<file path="src/rtl/synth_ui_pkg.sv">
// Shared UI types: per-channel toggle FSM state encoding and state decode helpers.
// Pure declarations, no clocked logic.
package synth_ui_pkg;

  typedef enum logic [1:0] {
    OFF     = 2'd0,
    ON      = 2'd1,
    ARM_OFF = 2'd2,
    ARM_ON  = 2'd3
  } state_t;

  function automatic logic is_on(input state_t s);
    return (s == ON) || (s == ARM_OFF);
  endfunction

  function automatic logic is_arm(input state_t s);
    return (s == ARM_ON) || (s == ARM_OFF);
  endfunction

endpackage

</file>
<file path="src/rtl/btn_debounce.sv">
// Raw button -> 2-flop sync -> debounced level; emits one-cycle press/release pulses the cycle after db changes.
// Free-running, no backpressure; press pulses are withheld until the sync stage has been seen released after reset.
module btn_debounce #(
  parameter int DEBOUNCE_CYCLES = 50000,
  parameter int BTN_ACTIVE_LOW  = 1
) (
  input  logic clk,
  input  logic reset,
  input  logic btn,
  output logic rise,
  output logic fall
);

  localparam int   CW    = (DEBOUNCE_CYCLES > 2) ? $clog2(DEBOUNCE_CYCLES) : 1;
  localparam logic REL   = (BTN_ACTIVE_LOW != 0);
  localparam logic [CW-1:0] CNT_LAST = CW'(DEBOUNCE_CYCLES - 1);

  logic          sync1;
  logic          s;
  logic          db;
  logic          db_q;
  logic [CW-1:0] cnt;
  logic [1:0]    fill;
  logic          primed;

  always_ff @(posedge clk or negedge reset) begin
    if (!reset) begin
      sync1 <= REL;
      s     <= REL;
    end else begin
      sync1 <= btn;
      s     <= sync1;
    end
  end

  always_ff @(posedge clk or negedge reset) begin
    if (!reset) begin
      db  <= REL;
      cnt <= '0;
    end else if (s == db) begin
      cnt <= '0;
    end else if (cnt == CNT_LAST) begin
      db  <= s;
      cnt <= '0;
    end else begin
      cnt <= cnt + CW'(1);
    end
  end

  // A button held through reset must be seen released before its next press counts.
  always_ff @(posedge clk or negedge reset) begin
    if (!reset) begin
      fill   <= '0;
      primed <= 1'b0;
      db_q   <= REL;
    end else begin
      fill <= {fill[0], 1'b1};
      db_q <= db;
      if (fill[1] && (s == REL)) begin
        primed <= 1'b1;
      end
    end
  end

  assign rise = (db != db_q) && (db != REL) && primed;
  assign fall = (db != db_q) && (db == REL);

endmodule

</file>
<file path="src/rtl/btn_toggle_bank.sv">
// Bank of debounced buttons driving release-triggered toggle FSMs with long-press detect and optional radio grouping.
// z changes DEBOUNCE_CYCLES+2 edges after a raw release is first sampled; no backpressure, events are single-cycle pulses.
module btn_toggle_bank
  import synth_ui_pkg::*;
#(
  parameter int NUM_CH          = 4,
  parameter int DEBOUNCE_CYCLES = 50000,
  parameter int LONG_CYCLES     = 50000000,
  parameter int RADIO_MODE      = 0,
  parameter int BTN_ACTIVE_LOW  = 1
) (
  input  logic              clk,
  input  logic              reset,
  input  logic [NUM_CH-1:0] btn,
  output logic [NUM_CH-1:0] z,
  output logic [NUM_CH-1:0] toggle_evt,
  output logic [NUM_CH-1:0] long_evt
);

  localparam int HW = $clog2(LONG_CYCLES + 1);
  localparam logic [HW-1:0] HOLD_MAX = HW'(LONG_CYCLES);
  localparam logic [HW-1:0] HOLD_PRE = HW'(LONG_CYCLES - 1);

  logic [NUM_CH-1:0] press;
  logic [NUM_CH-1:0] rel;
  logic [NUM_CH-1:0] go_on;
  logic [NUM_CH-1:0] win;
  logic [NUM_CH-1:0] toggle_nxt;
  logic [NUM_CH-1:0] long_nxt;

  state_t        state     [NUM_CH];
  state_t        state_nxt [NUM_CH];
  logic [HW-1:0] hold      [NUM_CH];
  logic [HW-1:0] hold_nxt  [NUM_CH];

  for (genvar i = 0; i < NUM_CH; i++) begin : g_ch
    btn_debounce #(
      .DEBOUNCE_CYCLES(DEBOUNCE_CYCLES),
      .BTN_ACTIVE_LOW (BTN_ACTIVE_LOW)
    ) u_db (
      .clk  (clk),
      .reset(reset),
      .btn  (btn[i]),
      .rise (press[i]),
      .fall (rel[i])
    );
  end

  always_comb begin
    go_on = '0;
    for (int i = 0; i < NUM_CH; i++) begin
      go_on[i] = (state[i] == ARM_ON) && rel[i] && (hold[i] != HOLD_MAX);
    end
  end

  // Two's-complement trick isolates the lowest-index short release.
  assign win = go_on & (-go_on);

  always_comb begin
    toggle_nxt = '0;
    long_nxt   = '0;
    for (int i = 0; i < NUM_CH; i++) begin
      state_nxt[i] = state[i];
      hold_nxt[i]  = '0;
    end

    for (int i = 0; i < NUM_CH; i++) begin
      case (state[i])
        OFF:     if (press[i]) state_nxt[i] = ARM_ON;
        ON:      if (press[i]) state_nxt[i] = ARM_OFF;
        ARM_ON:  if (rel[i])   state_nxt[i] = go_on[i] ? ON : OFF;
        ARM_OFF: begin
          if (rel[i]) begin
            state_nxt[i]  = OFF;
            toggle_nxt[i] = (hold[i] != HOLD_MAX);
          end
        end
        default: state_nxt[i] = OFF;
      endcase
      if (go_on[i]) begin
        toggle_nxt[i] = 1'b1;
      end
    end

    if ((RADIO_MODE != 0) && (|go_on)) begin
      for (int i = 0; i < NUM_CH; i++) begin
        if (!win[i]) begin
          state_nxt[i]  = OFF;
          toggle_nxt[i] = is_on(state[i]) && !(rel[i] && (hold[i] == HOLD_MAX));
        end
      end
    end

    // Hold time restarts on every entry into an ARM state and saturates there.
    for (int i = 0; i < NUM_CH; i++) begin
      if (is_arm(state[i]) && is_arm(state_nxt[i])) begin
        hold_nxt[i] = (hold[i] == HOLD_MAX) ? hold[i] : hold[i] + HW'(1);
        long_nxt[i] = (hold[i] == HOLD_PRE);
      end
    end
  end

  always_ff @(posedge clk or negedge reset) begin
    if (!reset) begin
      for (int i = 0; i < NUM_CH; i++) begin
        state[i] <= OFF;
        hold[i]  <= '0;
      end
      toggle_evt <= '0;
      long_evt   <= '0;
    end else begin
      for (int i = 0; i < NUM_CH; i++) begin
        state[i] <= state_nxt[i];
        hold[i]  <= hold_nxt[i];
      end
      toggle_evt <= toggle_nxt;
      long_evt   <= long_nxt;
    end
  end

  always_comb begin
    z = '0;
    for (int i = 0; i < NUM_CH; i++) begin
      z[i] = is_on(state[i]);
    end
  end

endmodule

</file>
<file path="config.mk">
export PLATFORM = sky130hd
export DESIGN_NAME = btn_toggle_bank
export DESIGN_NICKNAME = d
export VERILOG_FILES = /design/src/rtl/synth_ui_pkg.sv /design/src/rtl/btn_debounce.sv /design/src/rtl/btn_toggle_bank.sv
export SDC_FILE = /design/constraint.sdc
export NUM_CORES = 1
export LEC_CHECK = 0
export CAP_MARGIN = 20
export CORE_ASPECT_RATIO = 1.1
export CORE_MARGIN = 2
export CORE_UTILIZATION = 40
export CTS_BUF_LIST = sky130_fd_sc_hd__clkbuf_4 sky130_fd_sc_hd__clkbuf_8
export CTS_CLUSTER_DIAMETER = 40
export DETAILED_ROUTE_END_ITERATION = 16
export GPL_ROUTABILITY_DRIVEN = 0
export PLACE_DENSITY = 0.61
export SKIP_CTS_REPAIR_TIMING = 1
export SLEW_MARGIN = 20
export SYNTH_ARGS = -nofsm -noshare
export SYNTH_HDL_FRONTEND = slang
export SYNTH_SLANG_ARGS = --single-unit
export TNS_END_PERCENT = 30
</file>
<file path="constraint.sdc">
create_clock -name clk -period 1.8 [get_ports clk]
set_clock_uncertainty 0.15 [all_clocks]
set_input_delay 0.18 -clock clk [delete_from_list [all_inputs] [get_ports clk]]
set_output_delay 0.18 -clock clk [all_outputs]
set_load 0.005 [all_outputs]
</file>
==> reports/results.txt <==
Status - finished, violations left
Violated checks - hold timing, setup timing
Total track usage - 0.1560
Max Transition Viols Final - 0
Post-synth EDFFs - 0
Most frequent cells in the layout - 189 x dfrtp_1, 175 x nor2_1, 151 x buf_4
Synth Cell Area - 0.01010 mm²
Final Hold Fails - 3
H-tree depth - 2
Cells along the critical path - nand4bb_1 -> or4_4 -> nor3_4 -> nand4bb_1 -> or3b_1
Area of the core - 0.02503 mm²
Nets - 1277
Critical path arrival - 2.13 ns
Antenna violations before repair - 0
# DRC - 0
# rows - 61
Cell taking the most area after synthesis - dfrtp_1
Tightest Hold Check Type - in -> async
Most used flip-flop cell after synthesis - dfrtp_1
Global-route wire length before repair - 34870 µm
Flop pwr share - 0.464
Share of layout cells above drive strength 1 - 0.2998
Deepest clock path buffer count - 3
Vias per cell - 4.985
Worst setup EP type - flip-flop
Pwr dens - 740.6 mW/mm²
Syn Inst Count - 1025
Share of the synthesized area in the top cell type - 0.4705
Max Cap Violations - 0
Gr ovfl total - 0
Startpoint type of the worst setup path - flip-flop
Die W - 155.5 µm
Syn Nets - 1059
Initial DRC count - 293
Setup-failing EPs final - 27
Initial Util - 0.4036
Avg Inst Size Synth - 9.858 µm²
Worst reg2reg endpoint - state[6]
Final min period - 1.887 ns
R2R cell count - 5
Buffers on Ports - 17
Worst vdd ir - 0.6597 mV
Clock Sink Count - 206
Overall Power - 10.14 mW
Critical Setup Path Class - reg -> reg
Final wirelength - 21490 µm
Top post-synthesis cells by area - dfrtp_1 47%, xor2_1 8.1%, nor2_1 7.7%
CTS tree - yes
Leak - 5.846 nW
Post-DP HPWL - 13830 µm
Critical-path top delay cell - or4_4
Tcrit/Tclk final - 1.049
Total CTS buffers - 40
Buf+Inv Stages, Crit Path - 0
Skew-Pair Late Insertion Delay - 0.56 ns
Ports - 18
Final setup margin - -0.08745 ns
FFs w/ async S/R, synth - 1.000
Post-route ant nets - 0
Largest net degree at the start of global routing - 50
Sw Pwr - 2.247 mW
Sw frac - 0.2216
DR vias - 7921
Delay-heaviest family, CP - simple AND/OR/NAND/NOR gates
Pint - 7.891 mW
CP max FO - 2
Detailed Routing Iterations Pass 1 - 4
Synth Warn # - 0
Clk root buf - clkbuf_8
CP Data Required Time - 2.04 ns
Comb pwr share - 0.024
Netlist cell types - 52
FMAX - 529.8 MHz
Commonest non-fill, non-tap cell in the layout - dfrtp_1
Wire per inst - 13.52 µm
Layout area overhead - 35.46%
Register-to-Register Setup Slack - -0.09 ns
Vias in the first global route - 7744
Fillers - 2192
TNS Setup - -0.4987 ns
Synthesized flop and latch total - 206
Clock share of power - 0.512
Hold WS - -0.005650 ns
RSZ-0062 raised after global routing - yes
FF-to-FF Start - hold[102]
Seq/Total Area, Yosys - 0.5121
Clk pin slew, worst setup/hold paths - 0.06 ns
Most used cell, CP - nand4bb_1
Max incr delay on CP - 0.45 ns
Die Y - 170.7 µm
Total die area - 0.02655 mm²
N_diodes - 0
==> synth_stat cells (all sizes together), types with 6 or more instances <==
| cell type | count |
|---|---|
| a21o | 6 |
| a21oi | 17 |
| and2 | 13 |
| and3 | 28 |
| and4 | 15 |
| clkbuf | 18 |
| dfrtp | 190 |
| dfstp | 16 |
| ha | 28 |
| inv | 32 |
| nand2 | 69 |
| nand2b | 6 |
| nand3 | 61 |
| nand4 | 45 |
| nor2 | 206 |
| nor3 | 27 |
| nor4 | 17 |
| nor4b | 13 |
| o21ai | 6 |
| xnor2 | 62 |
| xor2 | 93 |
==> per-layer routing <==
layer	GRT usage	routed length, µm	up-vias
met4	0.05305	486	0
li1	-	-	3938
met1	0.2013	9585	3837
met3	0.03217	750	51
met5	0	0	-
met2	0.2624	10670	95
==> metrics by stage <==
step           std cells  cell area (µm²)  hold slack, ns  setup WS, ns    util
4_1_cts             1560            12760         -0.6103       -0.4374  0.5097
3_3_place_gp        1487            11850        -0.02714      -0.06619  0.4732
5_1_grt             1589            13690        0.006313       -0.1977  0.5468
2_1_floorplan       1025            10140         -0.2656       -0.1312       -
3_5_place_dp        1487            11850        -0.02765       -0.1215  0.4732
6_report            1589            13690       -0.005650      -0.08745  0.5468
==> kinds of logic (layout without fill, tap and decap cells) <==
group                      count (synthesis)  after routing  share of synthesized area
and+or+nand+nor                          531            531                     0.2633
DFF                                      206            206                     0.5121
adders and majority gates                 28             28                    0.03467
AOI/OAI and AO/OA                         43             43                    0.02662
xor gates and xnor gates                 155            155                     0.1343
muxes                                      8              8                   0.008544
buffers and inverters                     53            302                    0.02006
other                                      1              1                  0.0003711
==> worst register-to-register path, cell delays in order (launching register included) <==
cell,delay (ns)
dfrtp_1,0.37
nand4bb_1,0.18
or4_4,0.45
nor3_4,0.14
nand4bb_1,0.13
or3b_1,0.34
==> power by group through the flow <==
| stage | Clock (mW) | Sequential, mW | Combinational, mW |
|---|---|---|---|
| floorplan | 0 | 4.78 | 0.0512 |
| global placement | 0 | 4.78 | 0.215 |
| detailed placement | 0 | 4.78 | 0.218 |
| CTS | 5.34 | 4.70 | 0.219 |
| global route | 5.58 | 4.70 | 0.278 |
| finish | 5.19 | 4.70 | 0.241 |
==> worst max-delay path by stage <==
stage | from | to | depth (start not counted)
floorplan | hold[86] | state[6] | 5
global placement | hold[44] | hold[37] | 5
detailed placement | hold[44] | hold[37] | 5
CTS | state[1] | z[3] | 3
global route | hold[81] | state[6] | 5
finish | hold[102] | state[6] | 5
==> layout make-up <==
class	instances	area, µm²	share of cell area
clock buffers	58	748.2	0.05466
multi-input cells	766	5305	0.3876
repair buffers	197	1779	0.1300
well taps	315	394.1	0.02879
clock inverters	15	165.2	0.01207
flip-flops and latches	206	5176	0.3782
inverters	32	120.1	0.008775
==> registers in the layout (all words and copies together) (netlist names) <==
name / cells
hold: 104
long_evt: 4
g_ch.u_db.cnt: 64
g_ch.u_db.sync1: 4
state: 8
g_ch.u_db.fill: 2
g_ch.u_db.db: 4
toggle_evt: 4
g_ch.u_db.s: 4
g_ch.u_db.primed: 4
g_ch.u_db.db_q: 4
Note: power is estimated with default switching activity, not from simulation.
